### src/rtl/serial_job_sequencer.sv
// Byte-serial job sequencer: loads words into the processor shell, starts it,
// waits for completion, then streams the result words back out as bytes.
module serial_job_sequencer #(
    parameter int N_IN_WORDS  = 8,
    parameter int START_INDEX = 8,
    parameter int OUT_BASE    = 8,
    parameter int N_OUT_WORDS = 4,
    parameter int PARK_INDEX  = 15,
    parameter int READ_LAT    = 2,
    parameter int START_TO    = 64,
    parameter int RUN_TO      = 65535
) (
    input  logic        i_Clk,
    input  logic        i_Rstn,
    input  logic        i_rx_valid,
    input  logic [7:0]  i_rx_byte,
    output logic        o_tx_valid,
    output logic [7:0]  o_tx_byte,
    input  logic        i_tx_ready,
    output logic [31:0] o_mem_input,
    output logic [3:0]  o_mem_index,
    input  logic [31:0] i_mem_output,
    input  logic        i_proc_busy,
    output logic        o_done,
    output logic        o_error,
    output logic [2:0]  o_state
);
    // Handshake: a tx byte moves on any cycle with o_tx_valid & i_tx_ready;
    // o_tx_valid/o_tx_byte are held unchanged until that cycle.
    typedef enum logic [2:0] {
        LOAD      = 3'd0,
        START     = 3'd1,
        WAIT_BUSY = 3'd2,
        WAIT_DONE = 3'd3,
        READ      = 3'd4,
        TX        = 3'd5,
        RELEASE   = 3'd6
    } state_t;

    localparam logic [3:0]  PARK_IDX  = 4'(PARK_INDEX);
    localparam logic [3:0]  START_IDX = 4'(START_INDEX);
    localparam logic [3:0]  BASE_IDX  = 4'(OUT_BASE);
    localparam logic [3:0]  LAST_IN   = 4'(N_IN_WORDS - 1);
    localparam logic [3:0]  LAST_OUT  = 4'(N_OUT_WORDS - 1);
    localparam logic [3:0]  LAT       = 4'(READ_LAT);
    localparam logic [15:0] START_LIM = 16'(START_TO - 1);
    localparam logic [15:0] RUN_LIM   = 16'(RUN_TO - 1);

    state_t      state, state_d;
    logic [1:0]  byte_cnt;
    logic [3:0]  word_cnt;
    logic [23:0] shreg;
    logic [15:0] timer, timer_inc;
    logic [3:0]  k;
    logic [3:0]  lat;
    logic [23:0] tx_word;
    logic [1:0]  tx_b;
    logic [3:0]  index_d;
    logic [31:0] input_d;
    logic        done_d, error_d;

    logic rx_take, word_full, last_in, busy_to, run_to, read_cap, tx_fire, tx_last, more;

    assign rx_take   = (state == LOAD) && i_rx_valid;
    assign word_full = rx_take && (byte_cnt == 2'd3);
    assign last_in   = word_full && (word_cnt == LAST_IN);
    assign busy_to   = (state == WAIT_BUSY) && !i_proc_busy && (timer == START_LIM);
    assign run_to    = (state == WAIT_DONE) && i_proc_busy && (timer == RUN_LIM);
    assign read_cap  = (state == READ) && (lat == LAT);
    assign tx_fire   = (state == TX) && o_tx_valid && i_tx_ready;
    assign tx_last   = tx_fire && (tx_b == 2'd3);
    assign more      = (k < LAST_OUT);
    assign timer_inc = (timer == 16'hFFFF) ? timer : timer + 16'd1;
    assign o_state   = state;

    // State register plus the registered shell-port and status outputs.
    always_ff @(posedge i_Clk or negedge i_Rstn) begin
        if (!i_Rstn) begin
            state       <= LOAD;
            o_mem_index <= PARK_IDX;
            o_mem_input <= '0;
            o_done      <= 1'b0;
            o_error     <= 1'b0;
        end else begin
            state       <= state_d;
            o_mem_index <= index_d;
            o_mem_input <= input_d;
            o_done      <= done_d;
            o_error     <= error_d;
        end
    end

    always_comb begin
        state_d = state;
        case (state)
            LOAD:      if (last_in) state_d = START;
            START:     state_d = WAIT_BUSY;
            WAIT_BUSY: begin
                if (i_proc_busy)  state_d = WAIT_DONE;
                else if (busy_to) state_d = RELEASE;
            end
            WAIT_DONE: begin
                if (!i_proc_busy) state_d = READ;
                else if (run_to)  state_d = RELEASE;
            end
            READ:      if (read_cap) state_d = TX;
            TX:        if (tx_last) state_d = more ? READ : RELEASE;
            RELEASE:   state_d = LOAD;
            default:   state_d = LOAD;
        endcase
    end

    // Next values of the shell port: any cycle without a real access parks the index.
    always_comb begin
        index_d = PARK_IDX;
        input_d = o_mem_input;
        done_d  = 1'b0;
        error_d = o_error;
        case (state)
            LOAD: begin
                if (rx_take) error_d = 1'b0;
                if (word_full) begin
                    index_d = word_cnt;
                    input_d = {i_rx_byte, shreg};
                end
            end
            START: begin
                index_d = START_IDX;
                input_d = '0;
            end
            WAIT_BUSY: begin
                if (busy_to) begin
                    error_d = 1'b1;
                    index_d = 4'd0;
                    input_d = '0;
                end
            end
            WAIT_DONE: begin
                if (!i_proc_busy) begin
                    index_d = BASE_IDX;
                end else if (run_to) begin
                    error_d = 1'b1;
                    index_d = 4'd0;
                    input_d = '0;
                end
            end
            READ: if (!read_cap) index_d = BASE_IDX + k;
            TX: begin
                if (tx_last) begin
                    if (more) begin
                        index_d = BASE_IDX + k + 4'd1;
                    end else begin
                        index_d = 4'd0;
                        input_d = '0;
                    end
                end
            end
            RELEASE: done_d = !o_error;
            default: ;
        endcase
    end

    always_ff @(posedge i_Clk or negedge i_Rstn) begin
        if (!i_Rstn) begin
            byte_cnt   <= '0;
            word_cnt   <= '0;
            shreg      <= '0;
            timer      <= '0;
            k          <= '0;
            lat        <= '0;
            tx_word    <= '0;
            tx_b       <= '0;
            o_tx_valid <= 1'b0;
            o_tx_byte  <= '0;
        end else begin
            case (state)
                LOAD: begin
                    if (rx_take) begin
                        shreg    <= {i_rx_byte, shreg[23:8]};
                        byte_cnt <= byte_cnt + 2'd1;
                        if (word_full) word_cnt <= word_cnt + 4'd1;
                    end
                end
                START:     timer <= '0;
                WAIT_BUSY: timer <= i_proc_busy ? 16'd0 : timer_inc;
                WAIT_DONE: begin
                    timer <= timer_inc;
                    if (!i_proc_busy) begin
                        k   <= '0;
                        lat <= '0;
                    end
                end
                READ: begin
                    lat <= lat + 4'd1;
                    if (read_cap) begin
                        tx_word    <= i_mem_output[31:8];
                        o_tx_byte  <= i_mem_output[7:0];
                        o_tx_valid <= 1'b1;
                        tx_b       <= '0;
                    end
                end
                TX: begin
                    if (tx_fire) begin
                        if (tx_b == 2'd3) begin
                            o_tx_valid <= 1'b0;
                            k          <= k + 4'd1;
                            lat        <= '0;
                        end else begin
                            tx_b      <= tx_b + 2'd1;
                            o_tx_byte <= tx_word[7:0];
                            tx_word   <= {8'h00, tx_word[23:8]};
                        end
                    end
                end
                RELEASE: begin
                    byte_cnt <= '0;
                    word_cnt <= '0;
                    timer    <= '0;
                    k        <= '0;
                end
                default: ;
            endcase
        end
    end
endmodule

### config.mk
export PLATFORM = sky130hd
export DESIGN_NAME = serial_job_sequencer
export DESIGN_NICKNAME = d
export VERILOG_FILES = /design/src/rtl/serial_job_sequencer.sv
export SDC_FILE = /design/constraint.sdc
export NUM_CORES = 1
export LEC_CHECK = 0
export ABC_AREA = 1
export BUFFER_PORTS_ARGS = -buffer_cell sky130_fd_sc_hd__buf_2
export CAP_MARGIN = 20
export CORE_MARGIN = 2
export CORE_UTILIZATION = 60
export DETAILED_ROUTE_END_ITERATION = 8
export PLACE_DENSITY = 0.83
export SYNTH_ARGS = -nofsm -noshare
export SYNTH_HDL_FRONTEND = slang
export SYNTH_SLANG_ARGS = --single-unit
### constraint.sdc
create_clock -name i_Clk -period 4.4 [get_ports i_Clk]
set_input_delay 0.66 -clock i_Clk [delete_from_list [all_inputs] [get_ports i_Clk]]
set_output_delay 0.66 -clock i_Clk [all_outputs]
set_load 0.01 [all_outputs]
==> results.json, run 1 <==
{
  "clockBufferDepth": 2,
  "report.final.slew_viol_count": 0,
  "fin_total_pwr_mw": 5.41,
  "routed_via_density": 5.25,
  "setup.worst_path.start": "o_state[1]",
  "num_rows": 38,
  "ys_seq_area_share_pct": 49.8,
  "critPathArrivalTime_ns": 3.06,
  "grt_setup_unrepaired": "false",
  "htreeDepth": 4,
  "grt_max_degree": 74,
  "holdWs_ns": 0.190,
  "mostFrequentLayoutCell": "nand2_1",
  "synth.avg_cell_area_um2": 7.77,
  "fp.dieW_um": 108,
  "pre_cts_ws_ns": 1.77,
  "die_y_um": 108,
  "clockRootBuffer": "clkbuf_8",
  "wirelength_mm": 14.2,
  "nNetsFinal": 975,
  "fin_crit_sh_pct": 60.4,
  "coreArea_um2": 10700,
  "grt_pass1_wl_mm": 24.0,
  "antenna_found_initial": 0,
  "vias": 5646,
  "cp_max_fo": 33,
  "syn_inst": 843,
  "crit_type": "flop to flop",
  "clk_pin_slew_ns": 0.06,
  "grt_overflow_total": 0,
  "layout_common_cells": "220 x nand2_1, 126 x dfrtp_1, 119 x inv_1",
  "cts_sinks": 130,
  "yosysTopAreaCell": "dfrtp_1",
  "start_kind": "flop",
  "max_slew_margin_pct": 39.2,
  "synth_top_area_share_pct": 48.1,
  "crit_path_end": "o_mem_input[9]",
  "yosys_warnings": 0,
  "tightest_slew_ns": 0.910,
  "fin_ws_ns": 1.74,
  "rr_endpoint": "o_mem_input[9]",
  "tns_ns": 0,
  "ir_drop_mv": 0.394,
  "reg2reg_slack_ns": 1.74,
  "cap_violations": 0,
  "ant_nets": 0,
  "fp.dieArea_um2": 11800,
  "io_pins": 95,
  "drive_above_1_share_pct": 16.7,
  "p_per_area_nw_per_um2": 711,
  "fin_area_um2": 7610,
  "syn-num-nets": 896,
  "worstHoldPathType": "input pin to asynchronous set/reset pin",
  "synth_cell_types": 34,
  "hold_violations": 0,
  "holdBufCountCts": 0,
  "synth.area.top_cells": "dfrtp_1 48%, nand2_1 13%, inv_1 6.8%",
  "gp_congestion": 0.903,
  "start_util_pct": 60.9,
  "area_growth_pct": 16.3,
  "status": "finished clean",
  "dr.pass1.iters": 5,
  "worstRegToRegCells": 9,
  "wl_per_cell_um": 13.2,
  "p_leak_nw": 4.02,
  "timing.rr.start": "o_state[1]",
  "synth_area_um2": 6550,
  "cts_made_buffers": 17,
  "dp_hpwl_mm": 9.44,
  "synth-seq-cells": 130,
  "clock_latency_ns": 0.52,
  "period_needed_ns": 2.66,
  "fin_skew_ns": 0.0127,
  "fmax_mhz": 376,
  "cts_setup_buffers": 0,
  "critPathCaptureType": "flop",
  "cts.repair.resized": 0,
  "grt_pass1_vias": 5255,
  "crit_required_ns": 4.80,
  "dpl-instance-area_um2": 7010,
  "grt_usage_pct": 25.8,
  "io_buffers": 94,
  "setup_viol": 0,
  "drc_errors": 0,
  "cts_tree": "built",
  "n_antenna_cell": 0,
  "initialDrtViolationCount": 387
}
## worst min path at each step
stage / from / endpoint / slack [ns] / depth (start not counted)
CTS: i_Rstn / lat[2] / 0.22 / 1
global placement: o_mem_input[26] / o_mem_input[26] / 0.46 / 2
global route: i_Rstn / k[0] / 0.25 / 1
detailed placement: o_mem_input[25] / o_mem_input[25] / 0.46 / 2
floorplan: i_Rstn / byte_cnt[0] / 0.36 / 0
finish: i_Rstn / lat[2] / 0.19 / 1
## layer usage
layer	global-route usage (%)	vias to the layer above	wire, um
li1	-	2844	-
met3	6.27	12	880
met1	35.3	2631	6420
met4	7.23	0	121
met2	41.2	159	6750
met5	0	-	0
## cell type report
class	instances	area (um^2)
inverter	124	468
multi-input combinational	552	2610
fill	886	3130
clock buffer	19	442
timing repair buffer	97	528
clock inverter	13	135
sequential	130	3260
tap	140	175
## worst max-delay path, cell delays in order, from the launching register on
cell	delay, ns
dfrtp_1	0.60
inv_1	0.13
nand2_2	0.18
nor2_8	0.07
nand2_1	0.13
nand2_2	0.10
nor2_4	0.64
nand3_4	0.43
nand2_1	0.17
nand2_1	0.08
## stage by stage
stage | std cells | util (%)
finish | 1075 | 70.9
floorplan | 843 | -
global placement | 1042 | 65.2
detailed placement | 1042 | 65.2
CTS | 1074 | 70.6
global route | 1075 | 70.9
## synthesized netlist by cell type
cell type  count
nand2_4        1
o21ai_1       18
nor2_8         1
nand4_1       39
and2_1         1
a21oi_1       15
buf_6          7
a31oi_1        1
o21ai_0       84
inv_4          1
ha_1           8
o31ai_1        1
nand2_2        7
nand3_1       45
nor2_1        82
a21oi_2        1
nand2_1      220
nor3_1         6
nor3b_1        1
nand3_4        1
o22ai_1        5
dfstp_2        4
inv_2          4
clkbuf_1      13
o21ai_2        1
buf_4          4
nor2_2         4
nor2_4         2
xor2_1         3
xnor2_1        1
buf_2         13
inv_1        119
dfrtp_1      126
o21bai_1       4
## registers in the layout (all words and copies together) (netlist names)
signal / cells
k: 4
shreg: 24
o_tx_valid: 1
o_error: 1
tx_word: 24
o_tx_byte: 8
byte_cnt: 2
tx_b: 2
lat: 4
o_state: 3
word_cnt: 4
o_mem_index: 4
o_mem_input: 32
o_done: 1
timer: 16
## power by group
| part | switching, mW | total [mW] | internal (mW) |
|---|---|---|---|
| clock network | 0.564 | 1.36 | 0.797 |
| registers | 0.259 | 1.92 | 1.66 |
| logic | 1.44 | 2.13 | 0.695 |
| total | 2.26 | 5.41 | 3.15 |
## kinds of logic (layout without fill, tap and decap cells)
logic type / count (synthesis) / after routing / synth area share [%]
and+or+nand+nor: 410 / 410 / 27.3
buffers and inverters: 161 / 253 / 10.5
xor gates and xnor gates: 4 / 4 / 0.535
AOI/OAI and AO/OA: 130 / 130 / 10.4
adders and majority gates: 8 / 8 / 1.53
DFF: 130 / 130 / 49.8
(Power assumes the default switching activity.)
==> run 2: changes to the inputs <==
Settings changed: CORE_UTILIZATION 60 to 52, PLACE_DENSITY 0.83 to 0.76.
Clock period 4.4 ns to 2.2 ns, I/O delays scaled along.
==> run 2 against run 1 <==
Largest power group unchanged. Core utilization down 7.2 points. First-iteration DRC count up 3.6%. Count of clock-buffer cells in the layout up 8. Die area up 15%. Hold slack worse by 0.041 ns. Sequential power up 99%. Sequential cell count unchanged. Fmax up 30%. Critical path type unchanged. Sequential share of layout area down 0.71 points. Global-route usage down 2.8 points. Power up 100%.
==> results.json, run 2 (synthesis gave the netlist of run 1 again) <==
{
  "status": "finished clean",
  "largestRegisters": "o_mem_input (32), shreg (24), tx_word (24)",
  "fmax_mhz": 490,
  "p_leak_nw": 4.08,
  "nNetsFinal": 988,
  "combPwrFrac_pct": 40.4,
  "power_frac_seq_pct": 35.2,
  "tns_ns": 0,
  "ir_drop_mv": 0.918,
  "dp_hpwl_mm": 9.93,
  "io_buffers": 94,
  "largest_reg_flops": 32,
  "vias": 5687,
  "start_util_pct": 53.8,
  "p_per_area_nw_per_um2": 1400,
  "switchingPower_mw": 4.39,
  "fp.dieArea_um2": 13500,
  "period_needed_ns": 2.04,
  "layout_common_cells": "220 x nand2_1, 126 x dfrtp_1, 119 x inv_1",
  "clockRootBuffer": "clkbuf_16",
  "clockPowerShare_pct": 24.5,
  "cts_tree": "built",
  "drc_errors": 0,
  "cts_sinks": 130,
  "cp_max_fo": 32,
  "wl_per_cell_um": 13.2,
  "tightest_slew_ns": 0.539,
  "fin_ws_ns": 0.158,
  "routed_via_density": 5.10,
  "p_sw_share_pct": 40.4,
  "n_antenna_cell": 0,
  "top_register": "o_mem_input",
  "critPathArrivalTime_ns": 2.34,
  "start_kind": "flop",
  "fp.dieW_um": 116,
  "coreArea_um2": 12200,
  "grt_setup_unrepaired": "false",
  "grt_overflow_total": 0,
  "cellInternalPower_mw": 6.48,
  "clk_pin_slew_ns": 0.05,
  "reg2reg_slack_ns": 0.16,
  "grt_pass1_wl_mm": 24.3,
  "grt_usage_pct": 22.9,
  "holdWs_ns": 0.149,
  "ant_nets": 0,
  "max_slew_margin_pct": 64.1,
  "hold_violations": 0,
  "setup_viol": 0,
  "worstHoldPathType": "input pin to flop",
  "critPathCaptureType": "flop",
  "clock_latency_ns": 0.42,
  "crit_required_ns": 2.50,
  "io_pins": 95,
  "area_growth_pct": 18.2,
  "wirelength_mm": 14.7,
  "report.final.slew_viol_count": 0,
  "drive_above_1_share_pct": 17.1,
  "fillCellCount": 1091,
  "mostFrequentLayoutCell": "nand2_1",
  "cts_made_buffers": 17,
  "die_y_um": 116,
  "fin_skew_ns": 0.00898,
  "htreeDepth": 4,
  "gp_congestion": 0.915,
  "pre_cts_ws_ns": 0.300,
  "fin_total_pwr_mw": 10.9,
  "dr.pass1.iters": 6,
  "cap_violations": 0,
  "fin_crit_sh_pct": 92.8,
  "crit_type": "flop to flop",
  "grt_pass1_vias": 5312,
  "antenna_found_initial": 0,
  "initialDrtViolationCount": 401,
  "clockBufferDepth": 2,
  "grt_max_degree": 69,
  "num_rows": 40
}
## run 2: cell types whose count changed in the layout (fill, tap and decap cells not counted), sizes merged
cell,before,now
dlygate4sd3,0,1
inv,132,124
clkinvlp,2,1
buf,97,109
clkbuf,19,27
## run 2: what timing repair did
item / in CTS / in global routing
hold buffers: 1 / 0
setup buffers: 0 / 0
endpoints found under the hold margin: 50 / 0
gates resized for setup: 0 / 0
## run 2: area by class of cell
cell class	count	area (um^2)	area share [%]
Sequential cell	130	3260	42.1
Multi-Input combinational cell	552	2610	33.7
Timing Repair Buffer	110	637	8.23
Clock buffer	27	513	6.63
Inverter	124	468	6.04
Tap cell	168	210	2.72
Clock inverter	4	47.5	0.614
## run 2: power groups by stage
stage          Clock (mW)  Combinational, mW  Sequential (mW)
6_report             2.66               4.39             3.82
5_1_grt              2.81               5.02             3.93
4_1_cts              2.70               4.39             3.83
3_5_place_dp            0               4.36             3.85
3_3_place_gp            0               4.26             3.84
2_1_floorplan           0               3.17             3.90
## run 2: worst max-delay path, stage by stage (launching register included)
cell and delay [ns]:
dfrtp_1 0.51, inv_1 0.15, nor2_1 0.17, nand2_1 0.13, nor2_2 0.16, nand3_1 0.11
nand2_2 0.13, nand3_4 0.32, nand2_1 0.18, nand2_1 0.07
## run 2: through the flow
step	instance area, um^2	std cells	util, %
after floorplan	6550	843	-
after global placement	7170	1083	59.0
after detailed placement	7170	1083	59.0
after CTS	7740	1115	63.7
after global routing	7740	1115	63.7
final	7740	1115	63.7
## run 2: layer usage
layer	up-vias	GRT usage [%]	part of all wire [%]
met5	-	0	0
met4	0	9.68	1.4
met3	27	6.18	5.1
met2	182	36.4	48
met1	2622	29.9	45
li1	2856	-	-
## run 2: worst paths after layout
kind	startpoint	depth (start not counted)	end
max in group asynchronous	i_Rstn	3	o_tx_byte[6]
hold / removal	i_mem_output[30]	3	tx_word[22]
setup reg to reg	o_state[1]	9	o_mem_input[8]
min in group asynchronous	i_Rstn	2	o_mem_input[5]
setup / recovery	o_state[1]	9	o_mem_input[8]
hold reg to reg	o_mem_input[29]	2	o_mem_input[29]
==> run 3: changes to the inputs <==
Settings changed: CORE_MARGIN 2 to unset.
==> run 3 against run 2 <==
Via count is 1.1% lower. Wire length shrank 1.3%. Fmax grew 7.3%. Hold slack worse by 0.0019 ns. Sequential cell count is the same. Critical endpoint is now o_mem_input[14].
==> results.json, run 3 (synthesis gave the netlist of run 1 again) <==
{
  "area_growth_pct": 19.8,
  "tightest_slew_ns": 0.686,
  "report.final.slew_viol_count": 0,
  "dp_hpwl_mm": 9.77,
  "whs_path_depth": 3,
  "place_inst": 1084,
  "num_rows": 40,
  "rr_endpoint": "o_mem_input[14]",
  "drive_above_1_share_pct": 17.6,
  "clockRootBuffer": "clkbuf_16",
  "timing.rr.start": "o_state[2]",
  "largestRegisters": "o_mem_input (32), shreg (24), tx_word (24)",
  "pre_cts_ws_ns": -0.124,
  "io_pins": 95,
  "worstRegToRegCells": 9,
  "cap_violations": 0,
  "io_buffers": 94,
  "tns_ns": 0,
  "fin_ws_ns": 0.297,
  "nNetsFinal": 991,
  "hold_path_end": "tx_word[18]",
  "grt_max_degree": 69,
  "fin_skew_ns": 0.00808,
  "setup.worst_path.start": "o_state[2]",
  "crit_type": "flop to flop",
  "fin_total_pwr_mw": 11.3,
  "initialDrtViolationCount": 372,
  "fmax_mhz": 525,
  "grt_setup_unrepaired": "false",
  "drc_errors": 0,
  "clockBufferDepth": 2,
  "clk_pin_slew_ns": 0.06,
  "ir_drop_mv": 0.876,
  "setup_viol": 0,
  "routed_via_density": 5.03,
  "start_kind": "flop",
  "grt_overflow_total": 0,
  "ant_nets": 0,
  "cts.repair.resized": 0,
  "finalNonFillerCells": 1119,
  "grt_usage_pct": 23.6,
  "min_from": "i_mem_output[26]",
  "worstHoldPathType": "input pin to flop",
  "status": "finished clean",
  "layout_common_cells": "220 x nand2_1, 126 x dfrtp_1, 119 x inv_1",
  "critPathCaptureType": "flop",
  "wl_per_cell_um": 12.9,
  "grt_pass1_wl_mm": 23.9,
  "mostFrequentLayoutCell": "nand2_1",
  "max_slew_margin_pct": 54.2,
  "top_register": "o_mem_input",
  "htreeDepth": 4,
  "n_antenna_cell": 0,
  "fillCellCount": 1068,
  "vias": 5625,
  "dr.pass1.iters": 5,
  "gp_congestion": 0.884,
  "cp_max_fo": 32,
  "wirelength_mm": 14.5,
  "fin_crit_sh_pct": 86.5,
  "period_needed_ns": 1.90,
  "die_y_um": 114,
  "critPathArrivalTime_ns": 2.21,
  "cts_made_buffers": 17,
  "start_util_pct": 53.8,
  "crit_required_ns": 2.50,
  "largest_reg_flops": 32,
  "p_leak_nw": 4.13,
  "antenna_found_initial": 0,
  "grt_pass1_vias": 5146,
  "cts_sinks": 130,
  "coreArea_um2": 12200,
  "cts_tree": "built",
  "hold_violations": 0,
  "p_per_area_nw_per_um2": 1440,
  "fp.dieArea_um2": 13000,
  "reg2reg_slack_ns": 0.30,
  "fin_util_pct": 64.5,
  "fp.dieW_um": 114,
  "clock_latency_ns": 0.42
}
[run 3: cell types whose count changed in the layout (fill, tap and decap cells not counted), sizes merged]
| cell | change |
|---|---|
| bufinv | +3 |
| clkbuf | -3 |
| buf | +2 |
| clkinv | +1 |
| nor2 | +1 |
[run 3: layout make-up]
type / instances / area (um^2) / share of cell area [%]
flip-flops and latches: 130 / 3260 / 41.5
multi-input cells: 553 / 2610 / 33.3
repair buffers: 112 / 664 / 8.47
clock buffers: 24 / 482 / 6.14
inverters: 124 / 468 / 5.96
well taps: 168 / 210 / 2.68
clock inverters: 8 / 150 / 1.91
[run 3: report_power, final]
| group | internal [mW] | leakage (nW) | switching, mW | total (mW) |
|---|---|---|---|---|
| Combinational | 1.51 | 2.14 | 2.98 | 4.50 |
| Sequential | 3.32 | 1.68 | 0.491 | 3.81 |
| Clock | 1.99 | 0.305 | 0.991 | 2.98 |
[run 3: repair_timing]
action / 4_1_cts / 5_1_grt
endpoints found under the hold margin: 42 / 0
hold buffers: 1 / 0
setup buffers: 0 / 1
setup endpoints to repair: 32 / 32
pin swaps: 1 / 1
gates cloned: 1 / 0
[run 3: layer usage]
layer / vias up / share of wire [%] / GRT usage [%] / routed length (um)
li1: 2871 / - / - / -
met1: 2587 / 47 / 32.3 / 6810
met5: - / 0 / 0 / 0
met4: 0 / 1.3 / 7.45 / 183
met2: 150 / 46 / 36.9 / 6710
met3: 17 / 5.4 / 6.14 / 775
[run 3: through the flow]
| step | area (um^2) | hold slack (ns) |
|---|---|---|
| after floorplan | 6550 | 0.0344 |
| after global placement | 7190 | 0.290 |
| after detailed placement | 7190 | 0.292 |
| after CTS | 7840 | 0.136 |
| after global routing | 7850 | 0.158 |
| final | 7850 | 0.147 |
[run 3: worst max path at each step]
stage / endpoint / slack, ns / depth (start not counted)
2_1_floorplan: o_mem_input[0] / 0.60 / 10
3_3_place_gp: o_mem_input[1] / -0.06 / 9
3_5_place_dp: o_mem_input[15] / -0.12 / 8
4_1_cts: o_mem_input[12] / 0.04 / 7
5_1_grt: o_mem_input[29] / 0.11 / 7
6_report: o_mem_input[14] / 0.30 / 9
[run 3: worst max-delay path: stages (launching register included)]
cell and delay [ns]:
dfrtp_1 0.40, buf_4 0.19, nor2_1 0.14, nand2_1 0.11, nor2_2 0.15, nand3_1 0.11
nand2_2 0.12, nand3_4 0.31, nand2_1 0.17, nand2_1 0.07
